## src/rtl/mc_ctrl_if.sv

```systemverilog
// Control/status bundle between mc_ctrl (master) and the MIPS datapath/memories (slave).
// Carries IR and ALU status in, every datapath select/enable and memory request out.
interface mc_ctrl_if;
  logic [31:0] instr;
  logic        alu_zero;
  logic        imem_ready;
  logic        dmem_ready;
  logic        imem_re;
  logic        ir_we;
  logic        pc_we;
  logic [1:0]  pc_sel;
  logic [1:0]  EXTop;
  logic [2:0]  alu_op;
  logic        alu_src;
  logic        reg_we;
  logic [1:0]  reg_dst;
  logic [1:0]  wd_sel;
  logic        dmem_re;
  logic        dmem_we;
  logic        illegal;
  logic        bus_err;
  logic [2:0]  state;

  modport master (
    input  instr, alu_zero, imem_ready, dmem_ready,
    output imem_re, ir_we, pc_we, pc_sel, EXTop, alu_op, alu_src, reg_we,
           reg_dst, wd_sel, dmem_re, dmem_we, illegal, bus_err, state
  );

  modport slave (
    output instr, alu_zero, imem_ready, dmem_ready,
    input  imem_re, ir_we, pc_we, pc_sel, EXTop, alu_op, alu_src, reg_we,
           reg_dst, wd_sel, dmem_re, dmem_we, illegal, bus_err, state
  );
endinterface

```

## src/rtl/mc_ctrl.sv

```systemverilog
// Multi-cycle MIPS control FSM: 2-5 cycles per instruction plus memory wait cycles.
// Stalls in FETCH/MEM until ready; gives up after WAIT_MAX cycles with a bus_err pulse.
module mc_ctrl #(
  parameter int WAIT_MAX = 15,
  parameter int CNT_W    = 4
) (
  input logic       clk,
  input logic       rst_n,
  mc_ctrl_if.master bus
);
  typedef enum logic [2:0] {
    S_RESET  = 3'd0,
    S_FETCH  = 3'd1,
    S_DECODE = 3'd2,
    S_EXEC   = 3'd3,
    S_MEM    = 3'd4,
    S_WB     = 3'd5
  } state_t;

  typedef enum logic [3:0] {
    C_ILL, C_NOP, C_ADDU, C_SUBU, C_JR, C_ORI, C_LUI, C_LW, C_SW, C_BEQ, C_J, C_JAL
  } cls_t;

  localparam logic [CNT_W-1:0] WAIT_LAST = CNT_W'(WAIT_MAX - 1);

  state_t         st;
  logic [5:0]     op_q;
  logic [5:0]     fn_q;
  logic [CNT_W-1:0] wcnt;
  logic           illegal_q;
  logic           bus_err_q;
  cls_t           cls;
  logic           timeout;

  function automatic cls_t classify(input logic [5:0] op, input logic [5:0] fn);
    cls_t c;
    c = C_ILL;
    case (op)
      6'h00: begin
        case (fn)
          6'h21:   c = C_ADDU;
          6'h23:   c = C_SUBU;
          6'h08:   c = C_JR;
          default: c = C_ILL;
        endcase
      end
      6'h02:   c = C_J;
      6'h03:   c = C_JAL;
      6'h04:   c = C_BEQ;
      6'h0D:   c = C_ORI;
      6'h0F:   c = C_LUI;
      6'h23:   c = C_LW;
      6'h2B:   c = C_SW;
      default: c = C_ILL;
    endcase
    return c;
  endfunction

  // DECODE looks at the live IR; later states use the opcode/funct captured there.
  always_comb begin
    if (st == S_DECODE)
      cls = (bus.instr == 32'd0) ? C_NOP : classify(bus.instr[31:26], bus.instr[5:0]);
    else
      cls = classify(op_q, fn_q);
  end

  assign timeout = (wcnt == WAIT_LAST);

  always_ff @(posedge clk or negedge rst_n) begin
    if (!rst_n) begin
      st        <= S_RESET;
      op_q      <= '0;
      fn_q      <= '0;
      wcnt      <= '0;
      illegal_q <= 1'b0;
      bus_err_q <= 1'b0;
    end else begin
      illegal_q <= 1'b0;
      bus_err_q <= 1'b0;
      case (st)
        S_RESET: begin
          wcnt <= '0;
          st   <= S_FETCH;
        end
        S_FETCH: begin
          if (bus.imem_ready) begin
            wcnt <= '0;
            st   <= S_DECODE;
          end else if (timeout) begin
            wcnt      <= '0;
            bus_err_q <= 1'b1;
          end else begin
            wcnt <= wcnt + CNT_W'(1);
          end
        end
        S_DECODE: begin
          op_q <= bus.instr[31:26];
          fn_q <= bus.instr[5:0];
          case (cls)
            C_J, C_NOP: st <= S_FETCH;
            C_ILL: begin
              illegal_q <= 1'b1;
              st        <= S_FETCH;
            end
            C_JAL:   st <= S_WB;
            default: st <= S_EXEC;
          endcase
        end
        S_EXEC: begin
          case (cls)
            C_LW, C_SW:  st <= S_MEM;
            C_BEQ, C_JR: st <= S_FETCH;
            default:     st <= S_WB;
          endcase
        end
        S_MEM: begin
          if (bus.dmem_ready) begin
            wcnt <= '0;
            st   <= (cls == C_LW) ? S_WB : S_FETCH;
          end else if (timeout) begin
            wcnt      <= '0;
            bus_err_q <= 1'b1;
            st        <= S_FETCH;
          end else begin
            wcnt <= wcnt + CNT_W'(1);
          end
        end
        S_WB:    st <= S_FETCH;
        default: st <= S_RESET;
      endcase
    end
  end

  always_comb begin
    bus.imem_re = 1'b0;
    bus.ir_we   = 1'b0;
    bus.pc_we   = 1'b0;
    bus.pc_sel  = 2'd0;
    bus.EXTop   = 2'd0;
    bus.alu_op  = 3'd0;
    bus.alu_src = 1'b0;
    bus.reg_we  = 1'b0;
    bus.reg_dst = 2'd0;
    bus.wd_sel  = 2'd0;
    bus.dmem_re = 1'b0;
    bus.dmem_we = 1'b0;
    case (st)
      S_FETCH: begin
        bus.imem_re = 1'b1;
        if (bus.imem_ready) begin
          bus.ir_we = 1'b1;
          bus.pc_we = 1'b1;
        end
      end
      S_DECODE: begin
        if (cls == C_J) begin
          bus.pc_we  = 1'b1;
          bus.pc_sel = 2'd2;
        end
      end
      S_EXEC: begin
        case (cls)
          C_SUBU: bus.alu_op = 3'd1;
          C_ORI: begin
            bus.EXTop = 2'd1; bus.alu_op = 3'd2; bus.alu_src = 1'b1;
          end
          C_LUI: begin
            bus.EXTop = 2'd3; bus.alu_op = 3'd3; bus.alu_src = 1'b1;
          end
          C_LW, C_SW: begin
            bus.EXTop = 2'd2; bus.alu_src = 1'b1;
          end
          C_BEQ: begin
            bus.EXTop = 2'd2; bus.alu_op = 3'd1;
            bus.pc_we = bus.alu_zero; bus.pc_sel = 2'd1;
          end
          C_JR: begin
            bus.pc_we = 1'b1; bus.pc_sel = 2'd3;
          end
          default: ;
        endcase
      end
      S_MEM: begin
        // Hold the address path steady for the whole access.
        bus.EXTop   = 2'd2;
        bus.alu_src = 1'b1;
        bus.dmem_re = (cls == C_LW);
        bus.dmem_we = (cls == C_SW);
      end
      S_WB: begin
        bus.reg_we = 1'b1;
        case (cls)
          C_ADDU, C_SUBU: bus.reg_dst = 2'd1;
          C_LW:           bus.wd_sel  = 2'd1;
          C_JAL: begin
            bus.reg_dst = 2'd2; bus.wd_sel = 2'd2;
            bus.pc_we   = 1'b1; bus.pc_sel = 2'd2;
          end
          default: ;
        endcase
      end
      default: ;
    endcase
  end

  assign bus.illegal = illegal_q;
  assign bus.bus_err = bus_err_q;
  assign bus.state   = st;
endmodule
```

## src/flat_wrapper.sv

```systemverilog
// flat-port wrapper written by rule: the top's interface ports become plain ports
module mc_ctrl_flat 
#(
  parameter int WAIT_MAX = 15,
  parameter int CNT_W    = 4
)
  (clk, rst_n, bus_instr, bus_alu_zero, bus_imem_ready, bus_dmem_ready, bus_imem_re, bus_ir_we, bus_pc_we, bus_pc_sel, bus_EXTop, bus_alu_op, bus_alu_src, bus_reg_we, bus_reg_dst, bus_wd_sel, bus_dmem_re, bus_dmem_we, bus_illegal, bus_bus_err, bus_state);
  mc_ctrl_if bus_i ();
  input logic clk;
  input logic rst_n;
  input wire logic [$bits(bus_i.instr)-1:0] bus_instr;
  input wire logic [$bits(bus_i.alu_zero)-1:0] bus_alu_zero;
  input wire logic [$bits(bus_i.imem_ready)-1:0] bus_imem_ready;
  input wire logic [$bits(bus_i.dmem_ready)-1:0] bus_dmem_ready;
  output wire logic [$bits(bus_i.imem_re)-1:0] bus_imem_re;
  output wire logic [$bits(bus_i.ir_we)-1:0] bus_ir_we;
  output wire logic [$bits(bus_i.pc_we)-1:0] bus_pc_we;
  output wire logic [$bits(bus_i.pc_sel)-1:0] bus_pc_sel;
  output wire logic [$bits(bus_i.EXTop)-1:0] bus_EXTop;
  output wire logic [$bits(bus_i.alu_op)-1:0] bus_alu_op;
  output wire logic [$bits(bus_i.alu_src)-1:0] bus_alu_src;
  output wire logic [$bits(bus_i.reg_we)-1:0] bus_reg_we;
  output wire logic [$bits(bus_i.reg_dst)-1:0] bus_reg_dst;
  output wire logic [$bits(bus_i.wd_sel)-1:0] bus_wd_sel;
  output wire logic [$bits(bus_i.dmem_re)-1:0] bus_dmem_re;
  output wire logic [$bits(bus_i.dmem_we)-1:0] bus_dmem_we;
  output wire logic [$bits(bus_i.illegal)-1:0] bus_illegal;
  output wire logic [$bits(bus_i.bus_err)-1:0] bus_bus_err;
  output wire logic [$bits(bus_i.state)-1:0] bus_state;
  assign bus_i.instr = bus_instr;
  assign bus_i.alu_zero = bus_alu_zero;
  assign bus_i.imem_ready = bus_imem_ready;
  assign bus_i.dmem_ready = bus_dmem_ready;
  assign bus_imem_re = bus_i.imem_re;
  assign bus_ir_we = bus_i.ir_we;
  assign bus_pc_we = bus_i.pc_we;
  assign bus_pc_sel = bus_i.pc_sel;
  assign bus_EXTop = bus_i.EXTop;
  assign bus_alu_op = bus_i.alu_op;
  assign bus_alu_src = bus_i.alu_src;
  assign bus_reg_we = bus_i.reg_we;
  assign bus_reg_dst = bus_i.reg_dst;
  assign bus_wd_sel = bus_i.wd_sel;
  assign bus_dmem_re = bus_i.dmem_re;
  assign bus_dmem_we = bus_i.dmem_we;
  assign bus_illegal = bus_i.illegal;
  assign bus_bus_err = bus_i.bus_err;
  assign bus_state = bus_i.state;
  mc_ctrl #(.WAIT_MAX(WAIT_MAX), .CNT_W(CNT_W)) u_core (.clk(clk), .rst_n(rst_n), .bus(bus_i));
endmodule
```

## config.mk

```make
export PLATFORM = sky130hd
export DESIGN_NAME = mc_ctrl_flat
export DESIGN_NICKNAME = d
export VERILOG_FILES = /design/src/rtl/mc_ctrl_if.sv /design/src/rtl/mc_ctrl.sv /design/src/flat_wrapper.sv
export SDC_FILE = /design/constraint.sdc
export NUM_CORES = 1
export LEC_CHECK = 0
export CAP_MARGIN = 10
export CORE_MARGIN = 1
export CORE_UTILIZATION = 49
export CTS_CLUSTER_SIZE = 14
export DETAILED_ROUTE_END_ITERATION = 12
export PLACE_DENSITY = 0.89
export REMOVE_ABC_BUFFERS = 1
export SLEW_MARGIN = 20
export SYNTH_ARGS = -nofsm -noshare
export SYNTH_HDL_FRONTEND = slang
export SYNTH_SLANG_ARGS = --single-unit
```

## constraint.sdc

```tcl
create_clock -name clk -period 4.8 [get_ports clk]
set_input_delay 0.96 -clock clk [delete_from_list [all_inputs] [get_ports clk]]
set_output_delay 0.96 -clock clk [all_outputs]
set_load 0.01 [all_outputs]
```

=== Word level (Yosys, flattened, before mapping) ===
Index checks and enable logic that the tools add are counted.

* Register bits: 21
* Input bits: 37
* Output and inout port bits: 23
* Word-level logic and storage cells: 108

* $add $sub $neg: 1
* Equality and inequality tests: 39
* Mux-type cells: 47
* Reduce and logical (&&, ||, !) cells: 15

{| class="wikitable"
|+ Operators by type and width
! cell !! number
|-
| $pmux 4 s8 || 2
|-
| $eq 6x6->1 const B || 8
|-
| $eq 6x4->1 const B || 6
|-
| $logic_not 32->1 || 1
|-
| $eq 6x2->1 const B || 4
|-
| $eq 4x4->1 const B || 5
|-
| $mux 4 || 5
|-
| $pmux 2 s3 || 3
|-
| $pmux 3 s3 || 2
|-
| $eq 4x3->1 const B || 4
|-
| $pmux 2 s2 || 4
|-
| $mux 3 || 5
|-
| $pmux 3 s5 || 1
|-
| $mux 1 || 14
|-
| $eq 6x3->1 const B || 2
|-
| $logic_not 6->1 || 2
|-
| $pmux 3 s2 || 2
|-
| $pmux 4 s3 || 1
|-
| $reduce_or 2->1 || 5
|-
| $eq 4x2->1 const B || 2
|-
| $mux 2 || 4
|-
| $eq 3x2->1 const B || 2
|-
| $eq 3x3->1 const B || 2
|-
| $pmux 1 s2 || 3
|-
| 12 further kinds || 13
|}

=== Depth between registers and ports, before layout ===
Gate-level depths: netlist (run 1).

* Depth after elaboration: 9
* Depth in mapped cells: 9
* Depth with buffers taken out: 7

=== Worst setup path before layout (run 1) ===
Ideal clock, no wire load.

* Kind: input-to-output
* Start point: input bus_instr[5]
* End point: output bus_alu_src
* Data arrival time: 2598 ps
* Required time: 3840 ps
* Path slack: 1242 ps
* Stages: 7
* Buffers on the path: 0
* Cell sequence: and3b_1 > and4_1 > and2_1 > o31ai_4 > nand3b_4 > a21oi_1 > or3_1

* Longest elaborated chain between the ends: 9
* Elaborated cells between the ends (all ways): 15
* Those cells by class: 7 x eq/ne; 6 x mux; 2 x reduce/logical

{| class="wikitable"
|+ RTL lines
! what !! line !! source
|-
| start, declared || flat_wrapper.sv:11 || <nowiki>input wire logic [$bits(bus_i.instr)-1:0] bus_instr;</nowiki>
|-
| $eq 6x4->1 or $eq 6x6->1 (tied branches) || mc_ctrl.sv:40 || <nowiki>case (fn)</nowiki>
|-
| $pmux 3 s3 || mc_ctrl.sv:40 ||
|-
| $pmux 4 s8 || mc_ctrl.sv:38 || <nowiki>case (op)</nowiki>
|-
| $mux 4 * || mc_ctrl.sv:62 || <nowiki>cls = (bus.instr == 32'd0) ? C_NOP : classify(bus.instr[31:26], bus.instr[5:0]);</nowiki>
|-
| $mux 4 * || mc_ctrl.sv:61 || <nowiki>if (st == S_DECODE)</nowiki>
|-
| $eq 4x3->1 or $eq 4x4->1 (tied branches) || mc_ctrl.sv:162 || <nowiki>case (cls)</nowiki>
|-
| $reduce_or 4->1 (no source line) * || - ||
|-
| $mux 1 * || mc_ctrl.sv:162 ||
|-
| $pmux 1 s2 * || mc_ctrl.sv:147 || <nowiki>case (st)</nowiki>
|-
| end, declared || flat_wrapper.sv:21 || <nowiki>output wire logic [$bits(bus_i.alu_src)-1:0] bus_alu_src;</nowiki>
|}

Every way passes the cells marked *; elsewhere a longest branch is shown, timed or not.

=== Worst setup path after layout (run 1) ===
* Start point: input bus_instr[28]
* End point: output bus_alu_src

* Longest elaborated chain between the ends: 8
* Elaborated cells between the ends (all ways): 19
* Those cells by class: 11 x eq/ne; 5 x mux; 3 x reduce/logical

{| class="wikitable"
|+ RTL lines
! what !! line
|-
| $eq 6x6->1, or another cell as far along || mc_ctrl.sv:38
|-
| $pmux 4 s8 || mc_ctrl.sv:38
|-
| $mux 4 * || mc_ctrl.sv:62
|-
| $mux 4 * || mc_ctrl.sv:61
|-
| $eq 4x3->1 or $eq 4x4->1 (tied branches) || mc_ctrl.sv:162
|-
| $reduce_or 4->1 (no source line) * || -
|-
| $mux 1 * || mc_ctrl.sv:162
|-
| $pmux 1 s2 * || mc_ctrl.sv:147
|}

Marks and branches as above.

==> results.sh, run 1 <==
export IMPL_final_layout_size_suffix_gt1_frac=0.139
export IMPL_fin_crit_sh=0.960
export IMPL_clock_sinks=21
export IMPL_initial_utilization=0.535
export IMPL_rsz0062_at_grt="no"
export IMPL_pre_cts_slack_ns=0.218
export IMPL_track_usage=0.248
export IMPL_ctsRootBufferMaster="clkbuf_4"
export IMPL_hold_viol=0
export IMPL_crit_slowest_cell="clkdlybuf4s50_1"
export IMPL_skew_ns=0.00237
export IMPL_seq_area_sq_um=526
export IMPL_cp_start_kind="input port"
export IMPL_io_buffers=58
export IMPL_worst_pin_slew_ns=0.946
export IMPL_wl_um=4150
export IMPL_crit_required_ns=3.84
export IMPL_drtIter0Drc=85
export IMPL_finalMaxSlewViolations=0
export IMPL_power_mw=0.955
export IMPL_dpl_hpwl_um=3280
export IMPL_antennaDiodeCount=0
export IMPL_cts_buffers=3
export IMPL_tns_ns=0
export IMPL_leakage_nw=0.909
export IMPL_overflow=0
export IMPL_pin_count=60
export IMPL_synth_edff_count=0
export IMPL_critPathCaptureType="output port"
export IMPL_clkLatencyLatePin_ns=0.31
export IMPL_final_util=0.734
export IMPL_multi_input_area_sq_mm=0.00108
export IMPL_core_sq_mm=0.00315
export IMPL_antenna_found_initial=0
export IMPL_min_path_type="reg -> reg"
export IMPL_clockBufferDepth=2
export IMPL_critical_path_class="in -> out"
export IMPL_switching_share=0.425
export IMPL_wl_per_cell_um=14.4
export IMPL_seqPwrFrac=0.374
export IMPL_power_switching_mw=0.405
export IMPL_fin_cells=289
export IMPL_worst_slack_ns=0.191
export IMPL_p_int_mw=0.550
export IMPL_drc=0
export IMPL_powerDensity_mw_per_mm2=413
export IMPL_status="finished clean"
export IMPL_max_freq_mhz=217
export IMPL_cp_cell_sequence="clkdlybuf4s50_1 -> nand2b_1 -> o22ai_1 -> a211o_1 -> o31ai_4 -> nand3b_4 -> a21oi_1 -> or3_1 -> clkdlybuf4s50_1"
export IMPL_ctsHtreeMaxLevel=1
export IMPL_hold_buffers=0
export IMPL_firstDrtPassIters=4
export IMPL_row_count=20
export IMPL_die_x_um=60.7
export IMPL_dr_total_vias=1651
export IMPL_dp_cells=285
export IMPL_grt_max_degree=22
export IMPL_synthCells=189
export IMPL_area_growth_pct=37.2
export IMPL_setup_viol_count_final=0
export IMPL_synth_seq_cells=21
export IMPL_crit_top_cell="clkdlybuf4s50_1"
export IMPL_grt_pass1_vias=1500
export IMPL_cts_resized=0
export IMPL_yosysWarningCount=0
export IMPL_grt_pass1_wl_um=6800
export IMPL_worst_ep_arrival_time_ns=3.65
export IMPL_syn_area_sq_mm=0.00169
export IMPL_die_height_um=60.7
export IMPL_peakVddDrop_mv=0.272
export IMPL_viasPerCell=5.71
export IMPL_gp_congestion=0.838
export IMPL_comb_power_share=0.533
export IMPL_cp_max_fo=7
export IMPL_fillers=264
export IMPL_cts_reportedPaths_clkPinSlew_ns=0.11
export IMPL_p_clk_frac=0.093
export IMPL_maxCapViolations=0
export IMPL_post_cts_setup_buffers=0
export IMPL_layout_common_cells="58 x clkdlybuf4s50_1, 21 x dfrtp_1, 14 x nor2_1, 14 x o21ai_0, 12 x nand2_1"
export IMPL_relSlewSlack=0.367
export IMPL_crit_path_max_incr_delay_ns=0.59
export IMPL_synth_cell_type_count=59
export IMPL_layout_min_cycle_time_ns=4.61
export IMPL_synthFlopType="dfrtp_1"
export IMPL_cp_top_family="buffers and inverters"
export IMPL_ys_seq_area_frac=0.312
export IMPL_nets=285
export IMPL_cts_tree="done"
export IMPL_layout_commonest_cell="clkdlybuf4s50_1"
export IMPL_syn_area_per_cell_sq_um=8.92
export IMPL_synth_async_reset_ratio=1.00
export IMPL_cp_num_buf_inv=2
export IMPL_dieArea_sq_mm=0.00368
export IMPL_postRouteAntennaNets=0
-- synthesized netlist by cell type (4+ instances only) --
cell | number | area, sq um
o21ai_0 | 14 | 70.1
nor3_1 | 7 | 35.0
a21oi_1 | 8 | 40.0
and2_1 | 4 | 25.0
mux2_2 | 11 | 124
inv_1 | 4 | 15.0
nand2_1 | 12 | 45.0
nand3_1 | 8 | 40.0
dfrtp_1 | 21 | 526
nor2_1 | 14 | 52.6
nand2b_1 | 6 | 37.5
nor4_1 | 6 | 37.5
and3b_1 | 4 | 35.0
nor2b_1 | 5 | 31.3
-- flip-flops by register name (all words and copies together), names as in the netlist --
signal,flops
u_core.op_q,6
u_core.bus.bus_err,1
u_core.fn_q,6
u_core.bus.illegal,1
u_core.wcnt,4
u_core.bus.state,3
-- final cells by class --
| cell class | count | share of cell area |
|---|---|---|
| repair buffers | 62 | 0.264 |
| flip-flops and latches | 21 | 0.227 |
| multi-input cells | 154 | 0.468 |
| clock buffers | 4 | 0.0114 |
| inverters | 4 | 0.00649 |
| well taps | 44 | 0.0238 |
-- power by group through the flow --
| stage | clock [mW] | combinational (mW) | sequential [mW] |
|---|---|---|---|
| after floorplan | 0 | 0.327 | 0.334 |
| after global placement | 0 | 0.494 | 0.355 |
| after detailed placement | 0 | 0.506 | 0.359 |
| after CTS | 0.0902 | 0.508 | 0.355 |
| after global routing | 0.0968 | 0.561 | 0.374 |
| final | 0.0885 | 0.509 | 0.357 |
-- worst paths after layout --
| check | start | end | slack [ns] | depth (start not counted) |
|---|---|---|---|---|
| min in group asynchronous | rst_n | u_core.op_q[1] | 1.16 | 1 |
| worst min-delay path | u_core.wcnt[3] | u_core.wcnt[3] | 0.49 | 1 |
| worst max-delay path | bus_instr[28] | bus_alu_src | 0.19 | 9 |
| worst min register to register | u_core.wcnt[3] | u_core.wcnt[3] | 0.49 | 1 |
| worst max register to register | u_core.bus.state[1] | u_core.bus.state[1] | 2.31 | 7 |
| max in group asynchronous | rst_n | u_core.bus.state[0] | 3.07 | 1 |
-- metrics by stage --
step | hold WS (ns) | instance area, sq um
4_1_cts | 0.490 | 2310
6_report | 0.492 | 2310
5_1_grt | 0.519 | 2310
3_5_place_dp | 0.462 | 2290
3_3_place_gp | 0.473 | 2290
2_1_floorplan | 0.445 | 1620
-- per-layer routing --
metal / share of wire / global-route usage / up-vias
met1: 0.46 / 0.336 / 761
met4: 0.017 / 0.0779 / 0
met5: 0 / 0 / -
met3: 0.051 / 0.0448 / 9
li1: - / - / 823
met2: 0.47 / 0.407 / 58
-- logic make-up (layout without fill, tap and decap cells) --
group / Yosys count / count (layout) / share of synthesized area
and+or+nand+nor: 90 / 90 / 0.328
AOI/OAI and AO/OA: 49 / 49 / 0.217
DFF: 21 / 21 / 0.312
buffers and inverters: 14 / 70 / 0.0467
muxes: 12 / 12 / 0.0794
adders and majority gates: 2 / 2 / 0.0148
other: 1 / 1 / 0.00222
Note: power is estimated with default switching activity, not from simulation.
==> inputs of run 2 (changes only) <==
- RECOVER_POWER: default -> 100
==> results.sh, run 2 (synthesis gave the netlist of run 1 again) <==
export IMPL_critPathCapture="bus_alu_src"
export IMPL_worst_pin_slew_ns=0.960
export IMPL_clkLatencyLatePin_ns=0.31
export IMPL_final_layout_size_suffix_gt1_frac=0.135
export IMPL_nets=285
export IMPL_pin_count=60
export IMPL_drtIter0Drc=87
export IMPL_tns_ns=0
export IMPL_cts_reportedPaths_clkPinSlew_ns=0.11
export IMPL_ctsRootBufferMaster="clkbuf_4"
export IMPL_fillers=266
export IMPL_layout_min_cycle_time_ns=4.61
export IMPL_die_height_um=60.7
export IMPL_postRouteAntennaNets=0
export IMPL_finalInstanceArea_sq_mm=0.00231
export IMPL_relSlewSlack=0.358
export IMPL_maxCapViolations=0
export IMPL_cts_tree="done"
export IMPL_hold_buffers=0
export IMPL_wl_um=4150
export IMPL_status="finished clean"
export IMPL_finalMaxSlewViolations=0
export IMPL_firstDrtPassIters=4
export IMPL_leakage_nw=0.951
export IMPL_placed_cell_area_sq_mm=0.00229
export IMPL_drc=0
export IMPL_initial_utilization=0.535
export IMPL_rsz0062_at_grt="no"
export IMPL_clock_sinks=21
export IMPL_crit_path_start="bus_instr[28]"
export IMPL_dr_total_vias=1668
export IMPL_r2r_start="u_core.bus.state[1]"
export IMPL_reg_top3="u_core.fn_q x6, u_core.op_q x6, u_core.wcnt x4"
export IMPL_reg2reg_to="u_core.bus.state[1]"
export IMPL_powerDensity_mw_per_mm2=407
export IMPL_reg2regPathDepth=7
export IMPL_crit_required_ns=3.84
export IMPL_cp_max_fo=7
export IMPL_cp_start_kind="input port"
export IMPL_dieArea_sq_mm=0.00368
export IMPL_dpl_hpwl_um=3280
export IMPL_area_growth_pct=37.0
export IMPL_track_usage=0.248
export IMPL_antennaDiodeCount=0
export IMPL_hold_viol=0
export IMPL_core_sq_mm=0.00315
export IMPL_layout_common_cells="39 x clkdlybuf4s50_1, 21 x dfrtp_1, 19 x dlygate4sd3_1"
export IMPL_power_mw=0.942
export IMPL_final_util=0.733
export IMPL_wl_per_cell_um=14.4
export IMPL_die_x_um=60.7
export IMPL_peakVddDrop_mv=0.272
export IMPL_pre_cts_slack_ns=0.218
export IMPL_grt_max_degree=22
export IMPL_cts_buffers=3
export IMPL_critical_path_class="in -> out"
export IMPL_cts_resized=0
export IMPL_antenna_found_initial=0
export IMPL_min_path_type="reg -> reg"
export IMPL_grt_pass1_wl_um=6800
export IMPL_grt_pass1_vias=1500
export IMPL_overflow=0
export IMPL_clockBufferDepth=2
export IMPL_fin_crit_sh=0.961
export IMPL_row_count=20
export IMPL_reg2reg_slack_ns=2.06
export IMPL_gp_congestion=0.838
export IMPL_max_freq_mhz=217
export IMPL_io_buffers=58
export IMPL_worst_slack_ns=0.185
export IMPL_skew_ns=0.00330
export IMPL_worst_ep_arrival_time_ns=3.65
export IMPL_viasPerCell=5.77
export IMPL_setup_viol_count_final=0
export IMPL_critPathCaptureType="output port"
export IMPL_hp_start="u_core.wcnt[3]"
export IMPL_ctsHtreeMaxLevel=1
export IMPL_layout_commonest_cell="clkdlybuf4s50_1"
export IMPL_post_cts_setup_buffers=0
run 2: stage by stage:
| step | cells | hold WS (ns) |
|---|---|---|
| 2_1_floorplan | 179 | 0.445 |
| 3_3_place_gp | 285 | 0.473 |
| 3_5_place_dp | 285 | 0.462 |
| 4_1_cts | 289 | 0.490 |
| 5_1_grt | 289 | 0.519 |
| 6_report | 289 | 0.492 |
run 2: power breakdown:
part / internal, mW / leakage, nW / switching, mW
Combinational: 0.262 / 0.672 / 0.233
Clock: 0.0325 / 0.0150 / 0.0560
Sequential: 0.243 / 0.264 / 0.114
Total: 0.538 / 0.951 / 0.404
run 2: how the worst min path moves through the flow:
stage	slack, ns	cells after the start	to
floorplan	0.44	1	u_core.wcnt[3]
global placement	0.47	1	u_core.wcnt[3]
detailed placement	0.46	1	u_core.wcnt[3]
CTS	0.49	1	u_core.wcnt[3]
global route	0.52	1	u_core.wcnt[3]
finish	0.49	1	u_core.wcnt[3]
run 2: layer usage:
layer | global-route usage | wire length [um] | share of wire | vias to the layer above
met1 | 0.336 | 1830 | 0.44 | 760
met5 | 0 | 0 | 0 | -
li1 | - | - | - | 827
met3 | 0.0448 | 266 | 0.064 | 8
met2 | 0.407 | 1990 | 0.48 | 73
met4 | 0.0779 | 70 | 0.017 | 0
run 2: worst max-delay path, cell delays in order:
cell	delay [ns]
clkdlybuf4s50_1	0.59
nand2b_1	0.20
o22ai_1	0.12
a211o_1	0.36
o31ai_4	0.29
nand3b_4	0.22
a21oi_1	0.06
or3_1	0.36
clkdlybuf4s50_1	0.48
run 2: final cells by class:
cell class	instances	area [sq um]	share of cell area
clock buffer	4	26.3	0.0114
sequential	21	526	0.227
timing repair buffer	62	607	0.263
tap	44	55.1	0.0238
inverter	4	15.0	0.00650
multi-input combinational	154	1080	0.468
==> inputs of run 3 (changes only) <==
- clock period: 4.8 -> 5.8 ns (I/O delays scaled with it)
==> results.sh, run 3 (synthesis gave the netlist of run 1 again) <==
export IMPL_status="finished clean"
export IMPL_pre_cts_slack_ns=0.647
export IMPL_clkLatencyLatePin_ns=0.30
export IMPL_critPathCapture="bus_wd_sel[0]"
export IMPL_ctsHtreeMaxLevel=1
export IMPL_postRouteAntennaNets=0
export IMPL_final_layout_size_suffix_gt1_frac=0.120
export IMPL_cp_max_fo=11
export IMPL_antennaDiodeCount=0
export IMPL_critPathCaptureType="output port"
export IMPL_peakVddDrop_mv=0.195
export IMPL_grt_max_degree=22
export IMPL_final_util=0.721
export IMPL_crit_path_start="bus_instr[29]"
export IMPL_skew_ns=0.0137
export IMPL_wl_per_cell_um=14.3
export IMPL_drtIter0Drc=85
export IMPL_fin_crit_sh=0.931
export IMPL_leakage_nw=0.918
export IMPL_power_mw=0.754
export IMPL_initial_utilization=0.535
export IMPL_firstDrtPassIters=4
export IMPL_rsz0062_at_grt="no"
export IMPL_hold_buffers=0
export IMPL_dieArea_sq_mm=0.00368
export IMPL_worst_pin_slew_ns=0.930
export IMPL_relSlewSlack=0.378
export IMPL_r2r_start="u_core.bus.state[1]"
export IMPL_hold_viol=0
export IMPL_layout_commonest_cell="clkdlybuf4s50_1"
export IMPL_critical_path_class="in -> out"
export IMPL_die_height_um=60.7
export IMPL_crit_path_max_incr_delay_ns=0.64
export IMPL_cts_resized=0
export IMPL_row_count=20
export IMPL_worst_slack_ns=0.399
export IMPL_layout_common_cells="35 x clkdlybuf4s50_1, 23 x dlygate4sd3_1, 21 x dfrtp_1"
export IMPL_min_path_type="reg -> reg"
export IMPL_clock_sinks=21
export IMPL_antenna_found_initial=0
export IMPL_viasPerCell=5.85
export IMPL_cp_start_kind="input port"
export IMPL_crit_slowest_cell="dlygate4sd3_1"
export IMPL_wl_um=4080
export IMPL_gp_congestion=0.924
export IMPL_powerDensity_mw_per_mm2=332
export IMPL_reg2reg_to="u_core.bus.state[2]"
export IMPL_core_sq_mm=0.00315
export IMPL_layout_min_cycle_time_ns=5.40
export IMPL_clockBufferDepth=2
export IMPL_cp_cell_sequence="dlygate4sd3_1 -> or2_2 -> o31ai_2 -> a311oi_2 -> a31oi_2 -> nand3b_1 -> nor4bb_1 -> dlygate4sd3_1"
export IMPL_worst_ep_arrival_time_ns=4.24
export IMPL_grt_pass1_wl_um=6690
export IMPL_grt_pass1_vias=1429
export IMPL_reg_top3="u_core.fn_q x6, u_core.op_q x6, u_core.wcnt x4"
export IMPL_area_growth_pct=34.7
export IMPL_reg2reg_slack_ns=2.98
export IMPL_pin_count=60
export IMPL_die_x_um=60.7
export IMPL_track_usage=0.245
export IMPL_overflow=0
export IMPL_cts_reportedPaths_clkPinSlew_ns=0.11
export IMPL_drc=0
export IMPL_reg2regPathDepth=6
export IMPL_maxCapViolations=0
export IMPL_tns_ns=0
export IMPL_finalMaxSlewViolations=0
export IMPL_cts_buffers=3
export IMPL_nets=281
export IMPL_crit_required_ns=4.64
export IMPL_post_cts_setup_buffers=0
export IMPL_ctsRootBufferMaster="clkbuf_4"
export IMPL_setup_viol_count_final=0
export IMPL_io_buffers=58
export IMPL_timing_hold_ws_ns=0.495
export IMPL_dr_total_vias=1667
export IMPL_cts_tree="done"
export IMPL_max_freq_mhz=185
export IMPL_crit_top_cell="dlygate4sd3_1"
export IMPL_dpl_hpwl_um=3250
-- run 3: changes by cell type in the layout (fill, tap and decap cells not counted) --
cell and delta:
clkdlybuf4s50_1 -4, dlygate4sd3_1 +4, buf_4 -3, and2_0 -2, and2_1 +2, clkbuf_1 -1
nand3b_1 +1, nand3b_4 -1
-- run 3: critical path: cells and delay by family --
kind	cells	cell delay, ns
simple gates	3	0.93
buf+inv	2	1.27
compound gates	3	0.87
-- run 3: worst min-delay path by stage --
| stage | startpoint | endpoint | depth (start not counted) |
|---|---|---|---|
| finish | u_core.wcnt[3] | u_core.wcnt[3] | 1 |
| global placement | u_core.wcnt[3] | u_core.wcnt[3] | 1 |
| global route | u_core.wcnt[3] | u_core.wcnt[3] | 1 |
| detailed placement | u_core.wcnt[3] | u_core.wcnt[3] | 1 |
| CTS | u_core.wcnt[3] | u_core.wcnt[3] | 1 |
| floorplan | u_core.wcnt[3] | u_core.wcnt[3] | 1 |
-- run 3: layout make-up --
type,count,area (sq um)
Fill cell,273,881
Multi-Input combinational cell,154,1070
Tap cell,44,55.1
Clock buffer,4,26.3
Sequential cell,21,526
Timing Repair Buffer,58,581
Inverter,4,15.0
-- run 3: report_power, final --
part,switching (mW),internal [mW]
Sequential,0.0913,0.201
Clock,0.0446,0.0268
Combinational,0.187,0.203
Total,0.323,0.431
-- run 3: metal layers --
metal  GRT usage  part of all wire  vias to the layer above
met1       0.345              0.43                      775
met4      0.0584            0.0093                        0
met5           0                 0                        -
li1            -                 -                      816
met2       0.407              0.49                       72
met3      0.0277             0.062                        4
-- run 3: stage by stage --
stage,instance area [sq um],cells
2_1_floorplan,1620,179
3_3_place_gp,2260,281
3_5_place_dp,2260,281
4_1_cts,2280,285
5_1_grt,2270,285
6_report,2270,285
